[config.mk]
export PLATFORM = sky130hd
export DESIGN_NAME = hex_display_ctrl
export DESIGN_NICKNAME = d
export VERILOG_FILES = /design/src/rtl/hex_display_pkg.sv /design/src/rtl/key_debounce.sv /design/src/rtl/hex_display_ctrl.sv
export SDC_FILE = /design/constraint.sdc
export NUM_CORES = 1
export LEC_CHECK = 0
export CAP_MARGIN = 20
export CORE_ASPECT_RATIO = 2
export CORE_MARGIN = 4
export CORE_UTILIZATION = 30
export CTS_BUF_LIST = sky130_fd_sc_hd__clkbuf_4
export DETAILED_ROUTE_END_ITERATION = 16
export GPL_ROUTABILITY_DRIVEN = 0
export PLACE_DENSITY = 0.47
export RECOVER_POWER = 100
export SLEW_MARGIN = 20
export SYNTH_ARGS = -nofsm -noshare
export SYNTH_HDL_FRONTEND = slang
export SYNTH_SLANG_ARGS = --single-unit
[constraint.sdc]
create_clock -name CLOCK_50 -period 1.9 [get_ports CLOCK_50]
set_clock_uncertainty 0.05 [all_clocks]
set_input_delay 0.285 -clock CLOCK_50 [delete_from_list [all_inputs] [get_ports CLOCK_50]]
set_output_delay 0.285 -clock CLOCK_50 [all_outputs]
set_load 0.01 [all_outputs]
[src/rtl/hex_display_pkg.sv]
// Shared types and constants for the hex display controller:
// FSM state encoding and the active-low seven-segment lookup (bit k = segment a..g).
package hex_display_pkg;

    typedef enum logic [0:0] {
        LIVE = 1'b0,
        HOLD = 1'b1
    } state_t;

    localparam logic [6:0] SEG_BLANK = 7'b1111111;

    localparam logic [6:0] SEG_LUT [16] = '{
        7'b1000000,  // 0
        7'b1111001,  // 1
        7'b0100100,  // 2
        7'b0110000,  // 3
        7'b0011001,  // 4
        7'b0010010,  // 5
        7'b0000010,  // 6
        7'b1111000,  // 7
        7'b0000000,  // 8
        7'b0010000,  // 9
        7'b0001000,  // A
        7'b0000011,  // b
        7'b1000110,  // C
        7'b0100001,  // d
        7'b0000110,  // E
        7'b0001110   // F
    };

endpackage

[src/rtl/key_debounce.sv]
// Raw active-low pushbutton conditioning: two-flop synchroniser, counting
// debouncer and a one-cycle press pulse on each debounced 1->0 transition.
// Presses are ignored until the key has been seen released for long enough
// after reset, so a key held through reset must be released and pressed again.
module key_debounce #(
    parameter int DEBOUNCE_CYCLES = 500000
) (
    input  logic i_clk,
    input  logic i_rst_n,
    input  logic i_keyN,
    output logic o_press
);

    localparam int CW = $clog2(DEBOUNCE_CYCLES + 2);
    localparam logic [CW-1:0] CNT_LAST = CW'(DEBOUNCE_CYCLES - 1);
    localparam logic [CW-1:0] ARM_LAST = CW'(DEBOUNCE_CYCLES + 1);

    logic          r_sync1;
    logic          r_sync2;
    logic          r_level;
    logic          r_levelD;
    logic          r_armed;
    logic [CW-1:0] r_cnt;
    logic [CW-1:0] r_armCnt;

    // Bring the asynchronous key into the clock domain; reset to released.
    always_ff @(posedge i_clk or negedge i_rst_n) begin
        if (!i_rst_n) begin
            r_sync1 <= 1'b1;
            r_sync2 <= 1'b1;
        end else begin
            r_sync1 <= i_keyN;
            r_sync2 <= r_sync1;
        end
    end

    // Accept a new level only after it has disagreed for DEBOUNCE_CYCLES samples in a row.
    always_ff @(posedge i_clk or negedge i_rst_n) begin
        if (!i_rst_n) begin
            r_cnt   <= '0;
            r_level <= 1'b1;
        end else if (r_sync2 == r_level) begin
            r_cnt <= '0;
        end else if (r_cnt == CNT_LAST) begin
            r_cnt   <= '0;
            r_level <= r_sync2;
        end else begin
            r_cnt <= r_cnt + 1'b1;
        end
    end

    // Arm press detection once the key has read released for the full synchroniser
    // depth plus DEBOUNCE_CYCLES samples; the two reset-valued samples alone never arm it.
    always_ff @(posedge i_clk or negedge i_rst_n) begin
        if (!i_rst_n) begin
            r_armed  <= 1'b0;
            r_armCnt <= '0;
        end else if (!r_armed) begin
            if (!r_sync2) begin
                r_armCnt <= '0;
            end else if (r_armCnt == ARM_LAST) begin
                r_armed <= 1'b1;
            end else begin
                r_armCnt <= r_armCnt + 1'b1;
            end
        end
    end

    // Delayed copy of the debounced level for edge detection.
    always_ff @(posedge i_clk or negedge i_rst_n) begin
        if (!i_rst_n) begin
            r_levelD <= 1'b1;
        end else begin
            r_levelD <= r_level;
        end
    end

    assign o_press = r_armed & r_levelD & ~r_level;

endmodule

[src/rtl/hex_display_ctrl.sv]
// Hex display controller: shows DATA_IN live on NUM_DIGITS seven-segment digits,
// a debounced load key toggles a frozen HOLD view, a clear key zeroes the display.
// Optional feature macro: HEX_DISPLAY_LEADING_ZERO_BLANK_EN blanks leading zero digits.
module hex_display_ctrl
    import hex_display_pkg::*;
#(
    parameter int NUM_DIGITS      = 8,
    parameter int DEBOUNCE_CYCLES = 500000
) (
    input  logic                    CLOCK_50,
    input  logic                    RESET_N,
    input  logic [4*NUM_DIGITS-1:0] DATA_IN,
    input  logic                    KEY_LOAD_N,
    input  logic                    KEY_CLR_N,
    output logic [7*NUM_DIGITS-1:0] HEX_OUT,
    output logic                    HOLD_LED,
    output logic [7:0]              PRESS_CNT
);

    state_t                  r_state;
    state_t                  w_stateNext;
    logic [4*NUM_DIGITS-1:0] r_disp;
    logic [7:0]              r_pressCnt;
    logic                    w_loadPress;
    logic                    w_clrPress;
    logic                    w_track;
    logic                    w_holdLed;
    logic [NUM_DIGITS-1:0]   w_lit;
    logic [7*NUM_DIGITS-1:0] w_hex;

    key_debounce #(.DEBOUNCE_CYCLES(DEBOUNCE_CYCLES)) u_loadKey (
        .i_clk   (CLOCK_50),
        .i_rst_n (RESET_N),
        .i_keyN  (KEY_LOAD_N),
        .o_press (w_loadPress)
    );

    key_debounce #(.DEBOUNCE_CYCLES(DEBOUNCE_CYCLES)) u_clrKey (
        .i_clk   (CLOCK_50),
        .i_rst_n (RESET_N),
        .i_keyN  (KEY_CLR_N),
        .o_press (w_clrPress)
    );

    // State register.
    always_ff @(posedge CLOCK_50 or negedge RESET_N) begin
        if (!RESET_N) begin
            r_state <= LIVE;
        end else begin
            r_state <= w_stateNext;
        end
    end

    // Clear always returns to LIVE; otherwise a load press toggles LIVE/HOLD.
    always_comb begin
        w_stateNext = r_state;
        if (w_clrPress) begin
            w_stateNext = LIVE;
        end else if (w_loadPress) begin
            w_stateNext = (r_state == LIVE) ? HOLD : LIVE;
        end
    end

    // State-derived outputs: track input while LIVE, light the LED while HOLD.
    always_comb begin
        w_track   = 1'b0;
        w_holdLed = 1'b0;
        unique case (r_state)
            LIVE: w_track   = 1'b1;
            HOLD: w_holdLed = 1'b1;
        endcase
    end

    // Display register: cleared by a clear press, follows DATA_IN while LIVE, frozen in HOLD.
    always_ff @(posedge CLOCK_50 or negedge RESET_N) begin
        if (!RESET_N) begin
            r_disp <= '0;
        end else if (w_clrPress) begin
            r_disp <= '0;
        end else if (w_track) begin
            r_disp <= DATA_IN;
        end
    end

    // Count every accepted load press, wrapping silently.
    always_ff @(posedge CLOCK_50 or negedge RESET_N) begin
        if (!RESET_N) begin
            r_pressCnt <= 8'd0;
        end else if (w_loadPress) begin
            r_pressCnt <= r_pressCnt + 8'd1;
        end
    end

`ifdef HEX_DISPLAY_LEADING_ZERO_BLANK_EN
    // Light a digit only if it or any higher digit is non-zero; digit 0 is always lit.
    always_comb begin
        logic anySeen;
        anySeen = 1'b0;
        w_lit   = '0;
        for (int i = NUM_DIGITS - 1; i >= 0; i--) begin
            anySeen  = anySeen | (r_disp[4*i +: 4] != 4'h0);
            w_lit[i] = anySeen | (i == 0);
        end
    end
`else
    // Every digit is always decoded.
    always_comb begin
        w_lit = '1;
    end
`endif

    // Per-digit segment decode from the display register.
    always_comb begin
        w_hex = '0;
        for (int i = 0; i < NUM_DIGITS; i++) begin
            w_hex[7*i +: 7] = w_lit[i] ? SEG_LUT[r_disp[4*i +: 4]] : SEG_BLANK;
        end
    end

    assign HEX_OUT   = w_hex;
    assign HOLD_LED  = w_holdLed;
    assign PRESS_CNT = r_pressCnt;

endmodule

======== Word-level counts from Yosys, hierarchy flattened ========
Memories as Yosys holds them, arrays and structs flattened.
Cells that the tools add are included.
word-level totals
  latch bits .............................. 0
  flip-flop bits (word level) ............. 127
  ROM bits ................................ 896
  memories kept ........................... 8
  output and inout port bits .............. 65
  word-level logic and storage cells ...... 106
  input port bits ......................... 36
  bits in writable memories ............... 0
memories
  memory           depth  bits a word  rd ports  clocked after memory_dff  wr ports  RTL line                 RTL
  (no name shown)  16     7            1         0                         0         hex_display_ctrl.sv:116  w_hex[7*i +: 7] = w_lit[i] ? SEG_LUT[r_disp[4*i +: 4]] : SEG_BLANK;
  (no name shown)  16     7            1         0                         0         hex_display_ctrl.sv:116
  (no name shown)  16     7            1         0                         0         hex_display_ctrl.sv:116
  (no name shown)  16     7            1         0                         0         hex_display_ctrl.sv:116
  (no name shown)  16     7            1         0                         0         hex_display_ctrl.sv:116
  (no name shown)  16     7            1         0                         0         hex_display_ctrl.sv:116
  2 more memories  n/a    n/a          n/a       n/a                       n/a       n/a
cells by class
  div/mod/pow operators ................... 0
  shift-type cells ........................ 0
  reductions and logical operators ........ 5
  bitwise gates (word level) .............. 18
  magnitude comparators ................... 8
  multipliers ............................. 0
  mux-type cells .......................... 36
  add/subtract/negate cells ............... 5
  equal/unequal tests ..................... 9
operators by type and width
  cell                                                                     count
  19-bit two-way mux                                                       8
  7-bit two-way mux                                                        16
  19-bit by 1-bit adder with 19-bit output, second input constant          4
  19-bit equality test, second input constant                              4
  32-bit two-way mux                                                       2
  5-bit >= comparator, second input constant                               8
  4-bit inverter with 5-bit output                                         8
  1-bit two-way mux                                                        10
  8-bit by 1-bit adder with 8-bit output, second input constant            1
  2-bit AND reduction                                                      4
  1-bit inverter                                                           6
  1-bit AND                                                                4
  2-bit inequality test, second input constant                             2
  1-bit equality test                                                      2
  2-bit by 1-bit inequality test with 1-bit output, second input constant  1
  2-bit nonzero test                                                       1

======== Depth between registers and ports, before layout ========
  depth in word-level cells ............... 4
  gate-level depth with buffers ........... 9
  gate-level depth less buffers ........... 7

======== Cells and area by module ========
A second synthesis with hierarchy kept.
unflattened totals
  cells, all modules ...................... 878
  area, all modules ....................... 8376.8 um^2
by module, submodules not included
  module            cells each  area an instance (um^2)  times used  sequential area each (um^2)
  key_debounce      243         2308.5                   2           1081.0
  hex_display_ctrl  392         3759.9                   1           1026.0

======== Worst setup path after synthesis ========
OpenSTA, ideal clock, no wires.
  kind .................................... register to register
  from .................................... reg u_clrKey.r_cnt[0]
  to ...................................... reg u_clrKey.r_cnt[10]
  period minus slack after synthesis ...... 1.846 ns
  setup time .............................. 0.071 ns
  required time ........................... 1.779 ns
  stages on the path, launching flop included .. 10
  data arrival time ....................... 1.724 ns
  path buffers ............................ 3
  slack ................................... 0.054 ns
  path through ............................ dfrtp_1 -> ha_1 -> and4_1 -> buf_2 -> nand4_1 -> nor2_1 -> or2_1 -> buf_4 -> buf_2 -> nor2_1
between the ends
  word-level cells in the longest chain between the ends .. 3
  elaborated cells on any way between the ends .. 4
  those cells by class .................... add/sub: 1; eq/ne: 1; mux: 2
ends and longest elaborated chain
  what                                                                                     RTL line                                RTL
  start: declaration                                                                       key_debounce.sv:23                      logic [CW-1:0] r_cnt;
  start signal: assignment                                                                 key_debounce.sv:48                      r_cnt <= r_cnt + 1'b1;
  19-bit by 1-bit adder with 19-bit output / 19-bit equality test (equally long branches)  key_debounce.sv:48, key_debounce.sv:44
  19-bit two-way mux *                                                                     key_debounce.sv:44                      end else if (r_cnt == CNT_LAST) begin
  19-bit two-way mux *                                                                     key_debounce.sv:42                      end else if (r_sync2 == r_level) begin
Mark *: on every way between the ends. The rest lies on a longest branch, timed or not.
A chain may end at the register's enable or synchronous reset.

======== Worst setup path after layout ========
  from .................................... reg r_disp[8]
  to ...................................... out HEX_OUT[17]
between the ends
  word-level cells in the longest chain between the ends .. 4
ends and longest elaborated chain
  what                                                    RTL line                 RTL
  start: declaration                                      hex_display_ctrl.sv:22   logic [4*NUM_DIGITS-1:0] r_disp;
  start signal: assignment                                hex_display_ctrl.sv:77   r_disp <= '0;
  start signal: assignment                                hex_display_ctrl.sv:79   r_disp <= '0;
  start signal: assignment                                hex_display_ctrl.sv:81   r_disp <= DATA_IN;
  4-bit inverter with 5-bit output (implied by the code)  hex_display_ctrl.sv:116
  memory 16 x 7 bit                                       n/a
  7-bit two-way mux (implied by the code) (2 in a row)    hex_display_ctrl.sv:116
  end: declaration                                        hex_display_ctrl.sv:15   output logic [7*NUM_DIGITS-1:0] HEX_OUT,
Every way passes these cells. The select of a mux whose other input is x is not followed.

==> impl_results.md <==
* Status: finished, violations left
* Failing checks: negative setup slack
* Setup ws final at -0.477 ns
* Die Area at 0.0294 mm²
* Cell Count, Final, Fillers Out at approximately 1500
* Syn_nets at just over 900
* Clk sinks at 127
* Share of post-route cells with drive strength above 1 at 0.387
* Area grow syn2layout at 47.0%
* Overall routed net length at ~23 mm
* CP Data Arrival Time at between 2 and 2.5 ns
* DR vias at approximately 7000
* Post-DR wirelength/cell at about 16 µm
* Clk buf depth at 2
* Global-route wire length before repair at 36.4 mm
* Period utilization at 1.25
* Top cell by count, worst path: buf_4
* Placed instance area at approximately 0.010 mm²
* Top_reg_cell synth: dfrtp_1
* PortBufs at 100
* Iter 0 DRT Violations at approximately 200
* Seq pwr share at 0.442
* CP required at 1.56 ns
* Vias per std cell at 4.89
* GR Util met1 at 0.144
* Global-route usage over all layers at 0.157
* Final hold vios at 0
* Initial core utilization at 0.304
* DP Worst Slack at -0.284 ns
* Total CTS buffers at 17
* M3 GR Usage at 0.0341
* Placed cells at 1388
* LEAKAGE at between 5 and 6 nW
* Max cap viols at 0
* DRC viols at 0
* Logic pwr share at 0.202
* Fillers at about 2600
* Avg Synthesized Cell Area at between 9 and 10 µm²
* Largest net degree at the start of global routing at between 50 and 60
* DP HPWL at 16.5 mm
* Worst-path clk slew at roughly 0.12 ns
* Sequential share of the synthesized area at 0.400
* Net Sw Frac at 0.274
* Post-layout instance area at 0.0117 mm²
* Crit-path max FO at 3
* Slowest cell on the critical path: mux4_2
* Critical path startpoint category: flop
* Setup-failing EPs final at 56
* Hold Path Class: primary input to flop
* Post-DRT Antenna Nets at 0
* Die Wd at about 120 µm
* H-tree depth at 4
* CP cell instances: buf_4 -> ha_4 -> buf_4 -> mux4_2 -> buf_6
* TritonRoute pass-1 iters at 5
* Pint at 0.00466 W
* Num rows at 84
* Most common cell after layout, fill and taps aside: nor2_1
* Clock power frac at 0.356
* WS Path Type: flop to primary output
* Core area at 0.0263 mm²
* Busiest grt layer: met2
* Die Y at approximately 240 µm
* Global route total overflow at 0
* Num ports at 101
* FFs w/ async S/R, synth at 1.00
* RSZ-0062 raised after global routing: true
* Synth warnings at 0
* Commonest cells after routing, fill and taps aside: 127 x nor2_1, 121 x buf_4, 112 x dfrtp_1, 64 x buf_6, 55 x mux2i_1
* M2 GR Usage at 0.319
* Psw at roughly 0.0018 W
* Vias in the first global route at ~7500
* Area of the multi-input gates at between 0.005 and 0.006 mm²
* Final number of max-transition violations at 0
* VDD IR max at around 390 µV
* Initial antenna violation count at 3
* Post-layout min period at 2.38 ns
* Library cells used by synthesis at 58
* EDFF count, synth at 0
* Clk_lat worst skew at 0.59 ns
* Mapped Cells at 837
* CTS tree: yes
* Register area at 0.00320 mm²
* Final nets at ~1200
* CP Capture Type: primary output
* Power Density at roughly 550 mW/mm²
* CP max stage delay at 0.46 ns
* Root Driver: clkbuf_4
* Worst rel slew slack at 0.109
* Fmax at roughly 0.42 GHz
* Synth Register Bits at between 100 and 150
* Mapped Area at between 0.007 and 0.008 mm²
* Worst slew pin tran at ~1.3 ns
==> area by class of cell <==
type                    count  area share
multi-input cells         630       0.441
flip-flops and latches    127       0.273
repair buffers            288       0.204
well taps                 344      0.0367
clock inverters            12      0.0163
inverters                  40      0.0154
clock buffers              20      0.0128
diodes                      3    0.000640
==> synthesized netlist by cell type (8+ instances only) <==
cell type  count  area (µm²)
dfstp_2        8         210
buf_2         12        60.1
mux2i_1       56         561
xor2_1        23         201
a22o_1        13         114
nor2_1       132         495
nand4_1       18         113
clkbuf_1      16        60.1
inv_1         40         150
o21ai_0       50         250
ha_1          55         688
o22ai_1        8        50.1
nand2_1       39         146
a31oi_1        9        56.3
o31ai_1       19         143
nand2b_1      10        62.6
a21oi_1       20         100
and3_1        10        62.6
dfrtp_1      119        2980
nand3_1       39         195
xnor2_1       21         184
nor2b_1       12        75.1
mux4_2         8         180
==> per-stage QoR <==
stage          TNS, ns  hold WS, ns  utilization  total power (W)
2_1_floorplan        0      -0.0606            -          0.00336
3_3_place_gp     -5.87        0.217        0.396          0.00401
3_5_place_dp     -6.26        0.230        0.396          0.00402
4_1_cts         -22.58        0.114        0.434          0.00646
5_1_grt         -31.33        0.194        0.446          0.00676
6_report        -18.19        0.227        0.446          0.00642
==> final timing paths <==
path	start	slack, ns	end	depth (start not counted)
max in group asynchronous	RESET_N	0.14	r_disp[20]$_DFFE_PN0P_	3
hold / removal	DATA_IN[31]	0.23	r_disp[31]$_DFFE_PN0P_	3
min in group asynchronous	RESET_N	0.44	u_clrKey.r_armCnt[5]$_DFFE_PN0P_	2
setup reg to reg	u_clrKey.r_armCnt[0]$_DFFE_PN0P_	0.01	u_clrKey.r_armCnt[18]$_DFFE_PN0P_	7
setup / recovery	r_disp[8]$_DFFE_PN0P_	-0.48	HEX_OUT[17]	5
hold reg to reg	u_clrKey.r_sync1$_DFF_PN1_	0.31	u_clrKey.r_sync2$_DFF_PN1_	0
==> power groups by stage <==
stage	sequential, W	combinational [W]	clock [W]
after detailed placement	0.00288	0.00114	0
after global routing	0.00285	0.00141	0.00250
after CTS	0.00284	0.00123	0.00240
final	0.00284	0.00130	0.00229
after global placement	0.00288	0.00113	0
after floorplan	0.00288	0.000484	0
==> timing repair <==
| item | in CTS | in global routing |
|---|---|---|
| endpoints found under the setup margin | 66 | 81 |
| resized for setup | 424 | 75 |
| hold buffers | 3 | 0 |
| buffers inserted | 24 | 20 |
| pin swaps | 45 | 38 |
| endpoints found under the hold margin | 127 | 0 |
==> sequential cells by signal, summed over array words and instances (netlist names), 8 cells and up <==
signal              count
r_disp                 32
u_clrKey.r_armCnt      19
u_clrKey.r_cnt         19
u_loadKey.r_armCnt     19
u_loadKey.r_cnt        19
PRESS_CNT               8
==> worst max-delay path, delay by kind of cell (launching register included) <==
family                     cells  cell delay (ns)
muxes                          1             0.46
buffers and inverters          3             0.43
adders and majority gates      1             0.15
DFF                            1             0.42
==> metal layers <==
metal,wire (µm),part of all wire
met1,8020,0.35
met2,13600,0.59
met3,776,0.034
met4,619,0.027
met5,0,0
==> cell families (layout without fill, tap and decap cells) <==
logic type	Yosys count	after routing	synth area share
AO/OA/AOI/OAI	145	145	0.120
XOR/XNOR	44	44	0.0483
adder cells (fa/ha/maj)	55	55	0.0862
buffers and inverters	80	360	0.0431
flip-flops	127	127	0.400
multiplexers	71	71	0.103
other	0	3	0
AND/OR/NAND/NOR	315	315	0.200
(Power assumes the default switching activity.)
